$ cat src/rtl/freq_div_controller.sv
// freq_div_controller: programmable clock divider with free-running/one-shot modes, pause/resume and abort
module freq_div_controller #(
  parameter int WIDTH = 32,
  parameter int NW = 8,
  parameter logic [WIDTH-1:0] DEFAULT_PERIOD = WIDTH'(25000000)
) (
  input  logic             clk,
  input  logic             reset,
  input  logic             cfg_valid,
  output logic             cfg_ready,
  input  logic [WIDTH-1:0] cfg_period,
  input  logic             cfg_oneshot,
  input  logic [NW-1:0]    cfg_count,
  input  logic             start,
  input  logic             stop,
  output logic             tick,
  output logic             div_clk,
  output logic             busy,
  output logic             done
);
  typedef enum logic [1:0] {IDLE, RUN, PAUSE} state_t;
  state_t state, state_n;
  logic [WIDTH-1:0] period_r, cnt;
  logic [NW-1:0] left_r;
  logic oneshot_r, hs, due, last, zero_shot, go;
  always_comb begin
    hs = cfg_valid && cfg_ready;
    due = cnt == period_r;
    last = due && oneshot_r && left_r == NW'(1);
    zero_shot = (hs ? cfg_oneshot : oneshot_r) && (hs ? cfg_count : left_r) == '0;
    go = start && !stop;
    state_n = state;
    case (state)
      IDLE:    state_n = go && !zero_shot ? RUN : IDLE;
      RUN:     state_n = last ? IDLE : stop ? PAUSE : RUN;
      PAUSE:   state_n = stop ? IDLE : start ? RUN : PAUSE;
      default: state_n = IDLE;
    endcase
  end
  always_ff @(posedge clk)
    if (reset) state <= IDLE;
    else state <= state_n;
  // a tick due on the pausing edge is still issued; the counter then parks at 0
  always_ff @(posedge clk) begin
    if (reset) begin
      period_r <= DEFAULT_PERIOD;
      oneshot_r <= 1'b0;
      left_r <= '0;
      cnt <= '0;
      tick <= 1'b0;
      div_clk <= 1'b0;
      done <= 1'b0;
      busy <= 1'b0;
      cfg_ready <= 1'b1;
    end else begin
      tick <= 1'b0;
      done <= 1'b0;
      busy <= state_n != IDLE;
      cfg_ready <= state_n == IDLE;
      if (hs) begin
        period_r <= cfg_period;
        oneshot_r <= cfg_oneshot;
        left_r <= cfg_count;
      end
      if (state == IDLE && go) begin
        cnt <= '0;
        done <= zero_shot;
      end
      if (state == RUN) begin
        if (due) begin
          cnt <= '0;
          tick <= 1'b1;
          div_clk <= ~div_clk;
          done <= last;
          if (oneshot_r) left_r <= left_r - NW'(1);
        end else if (!stop) cnt <= cnt + WIDTH'(1);
      end
      if (state == PAUSE && stop) begin
        cnt <= '0;
        div_clk <= 1'b0;
        left_r <= '0;
      end
    end
  end
endmodule

$ cat config.mk
export PLATFORM = sky130hd
export DESIGN_NAME = freq_div_controller
export DESIGN_NICKNAME = d
export VERILOG_FILES = /design/src/rtl/freq_div_controller.sv
export SDC_FILE = /design/constraint.sdc
export NUM_CORES = 1
export LEC_CHECK = 0
export BUFFER_PORTS_ARGS = -buffer_cell sky130_fd_sc_hd__buf_4
export CAP_MARGIN = 30
export CORE_MARGIN = 5
export CORE_UTILIZATION = 30
export CTS_CLUSTER_SIZE = 12
export DETAILED_ROUTE_END_ITERATION = 6
export GPL_TIMING_DRIVEN = 0
export SYNTH_ARGS = -nofsm -noshare
export SYNTH_HDL_FRONTEND = slang
export SYNTH_SLANG_ARGS = --single-unit
$ cat constraint.sdc
create_clock -name clk -period 1.9 [get_ports clk]
set_clock_uncertainty 0.1 [all_clocks]
set_input_delay 0.19 -clock clk [delete_from_list [all_inputs] [get_ports clk]]
set_output_delay 0.19 -clock clk [all_outputs]
set_load 0.1 [all_outputs]
Word level (Yosys, flattened, before mapping)
Index checks and enable logic that the tools add are counted.

storage, ports and cells
  register bits = 80
  input bits = 46
  word-level logic and storage cells = 54

operators by class
  $add $sub $neg = 2
  equal/unequal tests = 4
  multiplexer cells = 19
  bitwise operators = 2
  reductions and logical operators = 17

operators with widths
  kind                     count
  $mux W32                 4
  $add A32 B1 Y32 const B  1
  $eq A32 B32 Y1           1
  $mux W8                  4
  $eq A8 B1 Y1 const B     1
  $logic_and A1 B1 Y1      8
  $logic_not A8 Y1         1
  $mux W2                  4
  $sub A8 B1 Y8 const B    1
  $mux W1                  6
  $pmux W2 S3              1
  $logic_not A2 Y1         2
  $reduce_or A2 Y1         2
  $eq A2 B1 Y1 const B     1
  $eq A2 B2 Y1 const B     1
  $logic_not A1 Y1         2
  $not A1 Y1               2
  $reduce_and A2 Y1        1
  $reduce_bool A2 Y1       1

Logic depth before layout (Yosys ltp)
Gate-level depths: netlist of run 1.

  word-level depth = 9
  gate-level depth with buffers = 9

Worst setup path before layout of run 1
No wires, ideal clock.

  path kind = flip-flop to flip-flop
  start point = register cfg_ready
  end point = register busy
  setup time = 0.120 ns
  arrival time = 1.881 ns
  slack = -0.200 ns
  stages on the path, launching flop included = 5
  clock period less this slack = 2.100 ns
  cell sequence = dfxtp_1 nand2_1 o22ai_1 a21oi_1 o31a_1

between the ends
  word-level cells in the longest chain between the ends = 9
  elaborated cells between the ends (all ways) = 10
  those cells by class = mux: 4; reduce/logical: 6

ends and longest elaborated chain
  item                      line  RTL
  start: declaration        10    output logic cfg_ready,
  start signal: assignment  54    cfg_ready <= 1'b1;
  start signal: assignment  59    cfg_ready <= state_n == IDLE;
  $logic_and A1 B1 Y1 *     27    hs = cfg_valid && cfg_ready;
  $mux W8                   30    zero_shot = (hs ? cfg_oneshot : oneshot_r) && (hs ? cfg_count : left_r) == '0;
  $logic_not A8 Y1          30
  $logic_and A1 B1 Y1 *     30
  $logic_not A1 Y1 *        34    IDLE: state_n = go && !zero_shot ? RUN : IDLE;
  $logic_and A1 B1 Y1 *     34
  $mux W1 *                 34
  $pmux W2 S3 *             33    case (state)
  $reduce_bool A2 Y1 *      58    busy <= state_n != IDLE;
  end signal: assignment    53    busy <= 1'b0;
  end signal: assignment    58
  end: declaration          18    output logic busy,

Mark *: on every way between the ends. The rest lies on a longest branch, timed or not.
A chain may end at the register's enable or synchronous reset.

Worst setup path after layout of run 1
  start point = register cnt[8]
  end point = register cnt[20]

between the ends
  word-level cells in the longest chain between the ends = 4
  elaborated cells between the ends (all ways) = 5
  those cells by class = add/sub: 1; eq/ne: 1; mux: 3

ends and longest elaborated chain
  item                      line  RTL
  start: declaration        23    logic [WIDTH-1:0] period_r, cnt;
  start signal: assignment  76    end else if (!stop) cnt <= cnt + WIDTH'(1);
  $add A32 B1 Y32           76
  $mux W32                  76
  $mux W32 *                70    if (due) begin
  $mux W32 *                69    if (state == RUN) begin

Marked as above.

==> results of run 1 <==
## kinds of logic (layout without fill, tap and decap cells)
group                      count (synthesis)  after routing  synth area share, %
AOI/OAI and AO/OA                        125            125                 19.1
and+or+nand+nor                          247            247                 29.5
DFF                                       80             80                 38.7
buffers and inverters                     48            168                 4.63
xor gates and xnor gates                  34             34                 7.20
adders and majority gates                  3              3                0.908
## state kept, by name, indices dropped and copies added, names as in the netlist
register   flops
done           1
period_r      32
oneshot_r      1
div_clk        1
cfg_ready      1
tick           1
cnt           32
busy           1
state          2
left_r         8
## routing by layer
metal  part of all wire [%]  wire [µm]
met5                      0          0
met4                    2.4        336
met3                    6.7        938
met2                     48       6740
met1                     43       6050
## cell usage in the layout, fill, tap and decap left out, types with 4 or more instances in the layout
master	netlist	layout
a21oi_1	50	29
a21oi_2	0	16
a21oi_4	0	5
a311oi_1	21	15
a311oi_2	0	6
a31oi_1	13	9
a31oi_4	0	4
and2_1	5	4
and3_1	9	9
buf_4	0	74
buf_6	0	16
clkbuf_1	29	19
clkbuf_16	0	13
dfxtp_1	80	51
dfxtp_2	0	17
dfxtp_4	0	12
dlygate4sd3_1	0	21
inv_1	9	9
nand2_1	126	119
nand2_2	0	7
nand3_1	19	14
nand3_2	0	4
nand3b_1	15	15
nand4_1	15	15
nor2_1	28	22
nor3_1	6	6
nor4_4	2	4
o21ai_0	15	5
o21ai_1	2	7
o21ai_2	0	5
o22ai_1	4	4
xnor2_1	32	20
xnor2_2	0	12
## synth_stat cells, drive strengths merged, types with 3 or more instances
cell     number
a211oi        3
a21o          3
a21oi        50
a311oi       21
a31oi        13
a41oi         3
and2          6
and3          9
buf          10
clkbuf       29
dfxtp        80
ha            3
inv           9
nand2       126
nand2b        4
nand3        20
nand3b       15
nand4        16
nor2         28
nor3          7
nor4          7
o21ai        17
o22ai         4
o2bb2ai       3
o31ai         3
xnor2        32
## path summary, 6_finish.rpt
| path | endpoint | slack [ps] | depth (start not counted) |
|---|---|---|---|
| worst max register to register | cnt[20] | -200 | 10 |
| worst max-delay path | cnt[20] | -200 | 10 |
| worst min-delay path | period_r[8] | 7 | 3 |
| worst min register to register | period_r[1] | 370 | 2 |
## per-stage QoR
step / total power, W / TNS (ps) / util [%] / hold WS (ps)
finish: 0.00406 / -5780 / 46.2 / 7.31
CTS: 0.00399 / -7110 / 42.3 / 0.0655
global placement: 0.00233 / -14830 / 35.3 / 301
detailed placement: 0.00234 / -14590 / 35.3 / 302
floorplan: 0.00215 / -101 / - / 211
global route: 0.00421 / -8540 / 46.2 / 6.79
## cell type report
type                       count  area [µm²]  area share (%)
buffer                        34         267            4.20
clock buffer                  12         246            3.89
clock inverter                 3        18.8           0.296
inverter                       9        33.8           0.533
multi-input combinational    409        2870            45.3
sequential                    80        1670            26.3
tap                          180         225            3.55
timing repair buffer         110        1010            15.9
## power by group
group | internal, W | switching (W)
combinational | 0.000311 | 0.000363
sequential | 0.00173 | 0.0000616
clock | 0.000912 | 0.000685
## timing repair
action / in CTS / in global routing
endpoints found under the hold margin: 21 / 0
gates resized for setup: 81 / 113
gates cloned: 2 / 6
setup buffers: 20 / 12
hold buffers: 21 / 0
endpoints found under the setup margin: 45 / 47
pin swaps: 37 / 40
## critical path: cells and delay by family, from the launching register on
family / cells / cell delay [ps]
DFF: 1 / 360
and+or+nand+nor: 2 / 190
xor gates and xnor gates: 1 / 110
buffers and inverters: 4 / 630
AOI/OAI and AO/OA: 3 / 590
==> metrics.md, run 1 <==
| Metric | Value |
|---|---|
| Busiest grt layer | `met2` |
| Crit path time final | `2100 ps` |
| H-tree levels | `3` |
| Final slew viol count | `0` |
| Element type at the critical path end | `flop` |
| Grt total ovfl | `0` |
| Gate count after technology mapping | `537` |
| # setup viols final | `47` |
| Crit path required time | `2040 ps` |
| Outcome | `finished, violations left` |
| # rows | `43` |
| Met1 global-route usage | `21.7%` |
| Final worst setup slack | `-204 ps` |
| Cell Chain, Critical Path | `buf_6, xnor2_2, nand4_1, nor4_4, buf_4, a21oi_4, clkbuf_16, buf_12, a21oi_1, a311oi_2` |
| Final WL | `14100 µm` |
| CP arrival | `2240 ps` |
| WL per Instance | `16.8 µm` |
| Most area-hungry cell type in the Yosys netlist | `dfxtp_1` |
| ANT nets after route | `0` |
| Mapped Avg Cell Area | `7.70 µm²` |
| # fillers | `1260` |
| Post-Syn Nets | `586` |
| Hold Vio Cnt, Final | `0` |
| Max Cap Violations | `0` |
| Placed cell area | `4840 µm²` |
| Max frequency | `475 MHz` |
| Post-synth top area share | `38.7%` |
| Final nets | `702` |
| Total number of vias | `4358` |
| Hold Startpoint | `cfg_period[8]` |
| Area of the mapped netlist | `4140 µm²` |
| Post-DP HPWL | `9170 µm` |
| Seq/Total Area, Yosys | `38.7%` |
| Worst R2R Start | `cnt[8]` |
| Crit path from | `cnt[8]` |
| Drt pass-1 iters | `5` |
| Critical path type | `reg -> reg` |
| I/O pin count | `51` |
| Via/cell ratio | `5.21` |
| Buffer depth of the longest clock path | `2` |
| Ys async rst share | `0%` |
| First-pass GRT wire length | `21300 µm` |
| Yosys Warn Count | `0` |
| Dpl cells | `767` |
| Max VDD drop | `410 µV` |
| Slowest CP cell | `dfxtp_4` |
| RSZ-0062 raised after global routing | `true` |
| Ys flop type | `dfxtp_1` |
| CTS Sinks | `80` |
| Synth unique cells | `44` |
| Violated checks | `setup timing` |
| IO Port Bufs | `50` |
| Post-route DRC | `0` |
| Height of the die | `127 µm` |
| CTS buffer count | `9` |
| Largest net degree at the start of global routing | `13` |
| Worst slew pin tran | `874 ps` |
| Share of cells above drive strength 1 | `36.1%` |
| Max-slew headroom | `41.2%` |
| Leakage | `2.31 nW` |
| Post-synth EDFFs | `0` |
| Antenna cells | `0` |
| Post-route insts no fill | `837` |
| Worst-skew pair later-pin latency | `340 ps` |
| Vias in the first global route | `4089` |
| GR Util met3 | `3.26%` |
| Fin crit share | `111%` |
| Fin area | `6340 µm²` |
| Die width | `127 µm` |
| Clock transition at path regs | `60 ps` |
| Synth area leaders | `dfxtp_1 (39%), nand2_1 (11%), xnor2_1 (6.8%), a21oi_1 (6.0%), a311oi_1 (4.4%)` |
| CTS tree | `done` |
| Initial antenna violation count | `0` |
| 1st-iter DRT viols | `237` |
| GR met2 Demand/Resource | `26.3%` |
| Area growth syn-to-layout | `53.3%` |
| Power Density | `640 nW/µm²` |
| FF+latch count, synth | `80` |
| Core ar. | `13700 µm²` |
| Total Die Area | `16200 µm²` |
| CP max FO | `5` |
| Hold WC Path Type | `in -> reg` |
| Root Driver | `clkbuf_16` |
| Initial Util | `30.2%` |
| Worst path max stage delay | `360 ps` |
| GPL Wtd Cong | `0.874` |
| Total global-route track usage | `16.4%` |
| Post-Place Worst Slack | `-437 ps` |
| CP startpoint kind | `flop` |
(Power assumes the default switching activity.)
==> inputs of run 2 (changes only) <==
Settings changed: SETUP_SLACK_MARGIN set to 0.2.
==> run 2 against run 1 <==
Compared with the run above:
- the flow still finishes with violations (setup timing)
- setup slack worse by 41 ps
- sequential share of layout area is 0.32 points higher
- final area is 2.8% lower
- sequential power hardly changed
- combinational power is 3.0% lower
- core utilization is 1.3 points lower
- count of clock-buffer cells in the layout is 2 lower
==> metrics.md, run 2 (same netlist as run 1, synthesis figures left out) <==
| Metric | Value |
|---|---|
| Hold WC Path Type | `in -> reg` |
| Area growth syn-to-layout | `49.1%` |
| RSZ-0062 raised after global routing | `true` |
| CTS buffer count | `9` |
| Final slew viol count | `0` |
| Outcome | `finished, violations left` |
| CP startpoint kind | `flop` |
| CP max FO | `6` |
| Worst-skew pair later-pin latency | `340 ps` |
| Via/cell ratio | `5.29` |
| Element type at the critical path end | `flop` |
| IO Port Bufs | `50` |
| Height of the die | `127 µm` |
| Max Cap Violations | `0` |
| WL per Instance | `16.8 µm` |
| Post-DP HPWL | `9630 µm` |
| GPL Wtd Cong | `0.920` |
| Power Density | `703 nW/µm²` |
| I/O pin count | `51` |
| Worst R2R Path Depth | `8` |
| Initial Util | `30.2%` |
| Dpl cells | `767` |
| Leakage | `2.27 nW` |
| Hold endpoint | `period_r[8]` |
| Commonest cells after routing, fill and taps aside | `nand2_1 (122), buf_4 (71), dfxtp_1 (64)` |
| Max VDD drop | `465 µV` |
| Initial antenna violation count | `0` |
| Crit path time final | `2150 ps` |
| Grt total ovfl | `0` |
| CTS tree | `done` |
| Max-slew headroom | `56.1%` |
| Share of cells above drive strength 1 | `29.9%` |
| # fillers | `1305` |
| Die width | `127 µm` |
| Crit path required time | `2050 ps` |
| Post-route insts no fill | `835` |
| Pwr Total | `0.00434 W` |
| Fin crit share | `113%` |
| # rows | `43` |
| Critical path type | `reg -> reg` |
| Hold Path Stages | `3` |
| WHS | `10.4 ps` |
| Top Registers | `cnt (32), period_r (32), left_r (8)` |
| CTS Sinks | `80` |
| Fin util | `45.0%` |
| Worst slew pin tran | `653 ps` |
| Worst R2R Start | `cnt[2]` |
| Hold Vio Cnt, Final | `0` |
| Total Die Area | `16200 µm²` |
| Core ar. | `13700 µm²` |
| Final worst setup slack | `-245 ps` |
| 1st-iter DRT viols | `312` |
| Clock transition at path regs | `60 ps` |
| Buffer depth of the longest clock path | `2` |
| Root Driver | `clkbuf_16` |
| Post-route DRC | `0` |
| Leading cell type in the layout, fill and taps excluded | `nand2_1` |
| Violated checks | `setup timing` |
| Total global-route track usage | `17.4%` |
| Final WL | `14000 µm` |
| Hold Startpoint | `cfg_period[8]` |
| Worst R2R End | `cnt[31]` |
| First-pass GRT wire length | `22200 µm` |
| ANT nets after route | `0` |
| Cell Chain, Critical Path | `buf_6, nand3_4, or4_4, buf_8, nor4_4, buf_4, a41oi_1, a311oi_1` |
| Total number of vias | `4419` |
| Max frequency | `466 MHz` |
| Antenna cells | `0` |
| Largest net degree at the start of global routing | `14` |
| Final nets | `699` |
| Vias in the first global route | `4352` |
| CP arrival | `2290 ps` |
| # setup viols final | `45` |
| Slowest CP cell | `or4_4` |
| Worst path max stage delay | `540 ps` |
| Drt pass-1 iters | `5` |
| R2R setup slack | `-250 ps` |
| H-tree levels | `3` |
## run 2: changes by cell type in the layout (fill, tap and decap cells not counted), moves of 5 or more
cell / before / now
clkbuf_8: 2 / 7
dfxtp_1: 51 / 64
a311oi_2: 6 / 1
xnor2_1: 20 / 25
buf_6: 16 / 6
o21ai_0: 5 / 11
xnor2_2: 12 / 7
a311oi_1: 15 / 20
dfxtp_2: 17 / 8
a21oi_2: 16 / 22
## run 2: stage by stage
stage	area (µm²)	setup TNS, ps	worst slack (ps)
finish	6170	-8260	-245
global route	6170	-12360	-358
CTS	6030	-6480	-220
detailed placement	4980	-17110	-499
global placement	4980	-17620	-513
floorplan	4380	-163	-59.3
## run 2: worst max path at each step
stage | from | endpoint | slack, ps
after floorplan | cnt[2] | cnt[31] | -60
after global placement | cnt[6] | cnt[11] | -510
after detailed placement | cnt[6] | cnt[29] | -500
after CTS | cnt[2] | cnt[31] | -220
after global routing | cnt[2] | left_r[2] | -360
final | cnt[2] | cnt[31] | -250
## run 2: metal layers
layer | wire length, µm | vias up | part of all wire [%] | track usage (%)
met2 | 6680 | 172 | 48 | 28.4
met1 | 5980 | 2086 | 43 | 21.8
met5 | 0 | - | 0 | 0
met3 | 964 | 32 | 6.9 | 3.72
li1 | - | 2129 | - | -
met4 | 422 | 0 | 3.0 | 8.77
## run 2: final cells by class
class                      count  area (µm²)  share of cell area (%)
clock inverter                 6        82.6                    1.34
sequential                    80        1640                    26.6
tap                          180         225                    3.65
multi-input combinational    409        2680                    43.5
inverter                       9        33.8                   0.548
buffer                        38         338                    5.48
timing repair buffer         103         926                    15.0
clock buffer                  10         239                    3.88
## run 2: worst max-delay path: cells and delay by family, from the launching register on
kind / cells / cell delay, ps
compound gates: 2 / 330
buf+inv: 3 / 450
simple gates: 3 / 850
flops: 1 / 320
## run 2: where the power goes
part	internal (W)	switching [W]	total (W)	leakage, nW
sequential	0.00173	0.0000613	0.00180	0.663
clock	0.00118	0.000707	0.00189	0.158
combinational	0.000304	0.000350	0.000654	1.45
total	0.00322	0.00112	0.00434	2.27
## run 2: what timing repair did
action / in CTS / in global routing
endpoints found under the setup margin: 47 / 55
hold endpoints to repair: 25 / 0
hold buffers: 25 / 0
cloned: 4 / 2
resized for setup: 65 / 22
pin swaps: 18 / 11
buffers inserted: 20 / 2
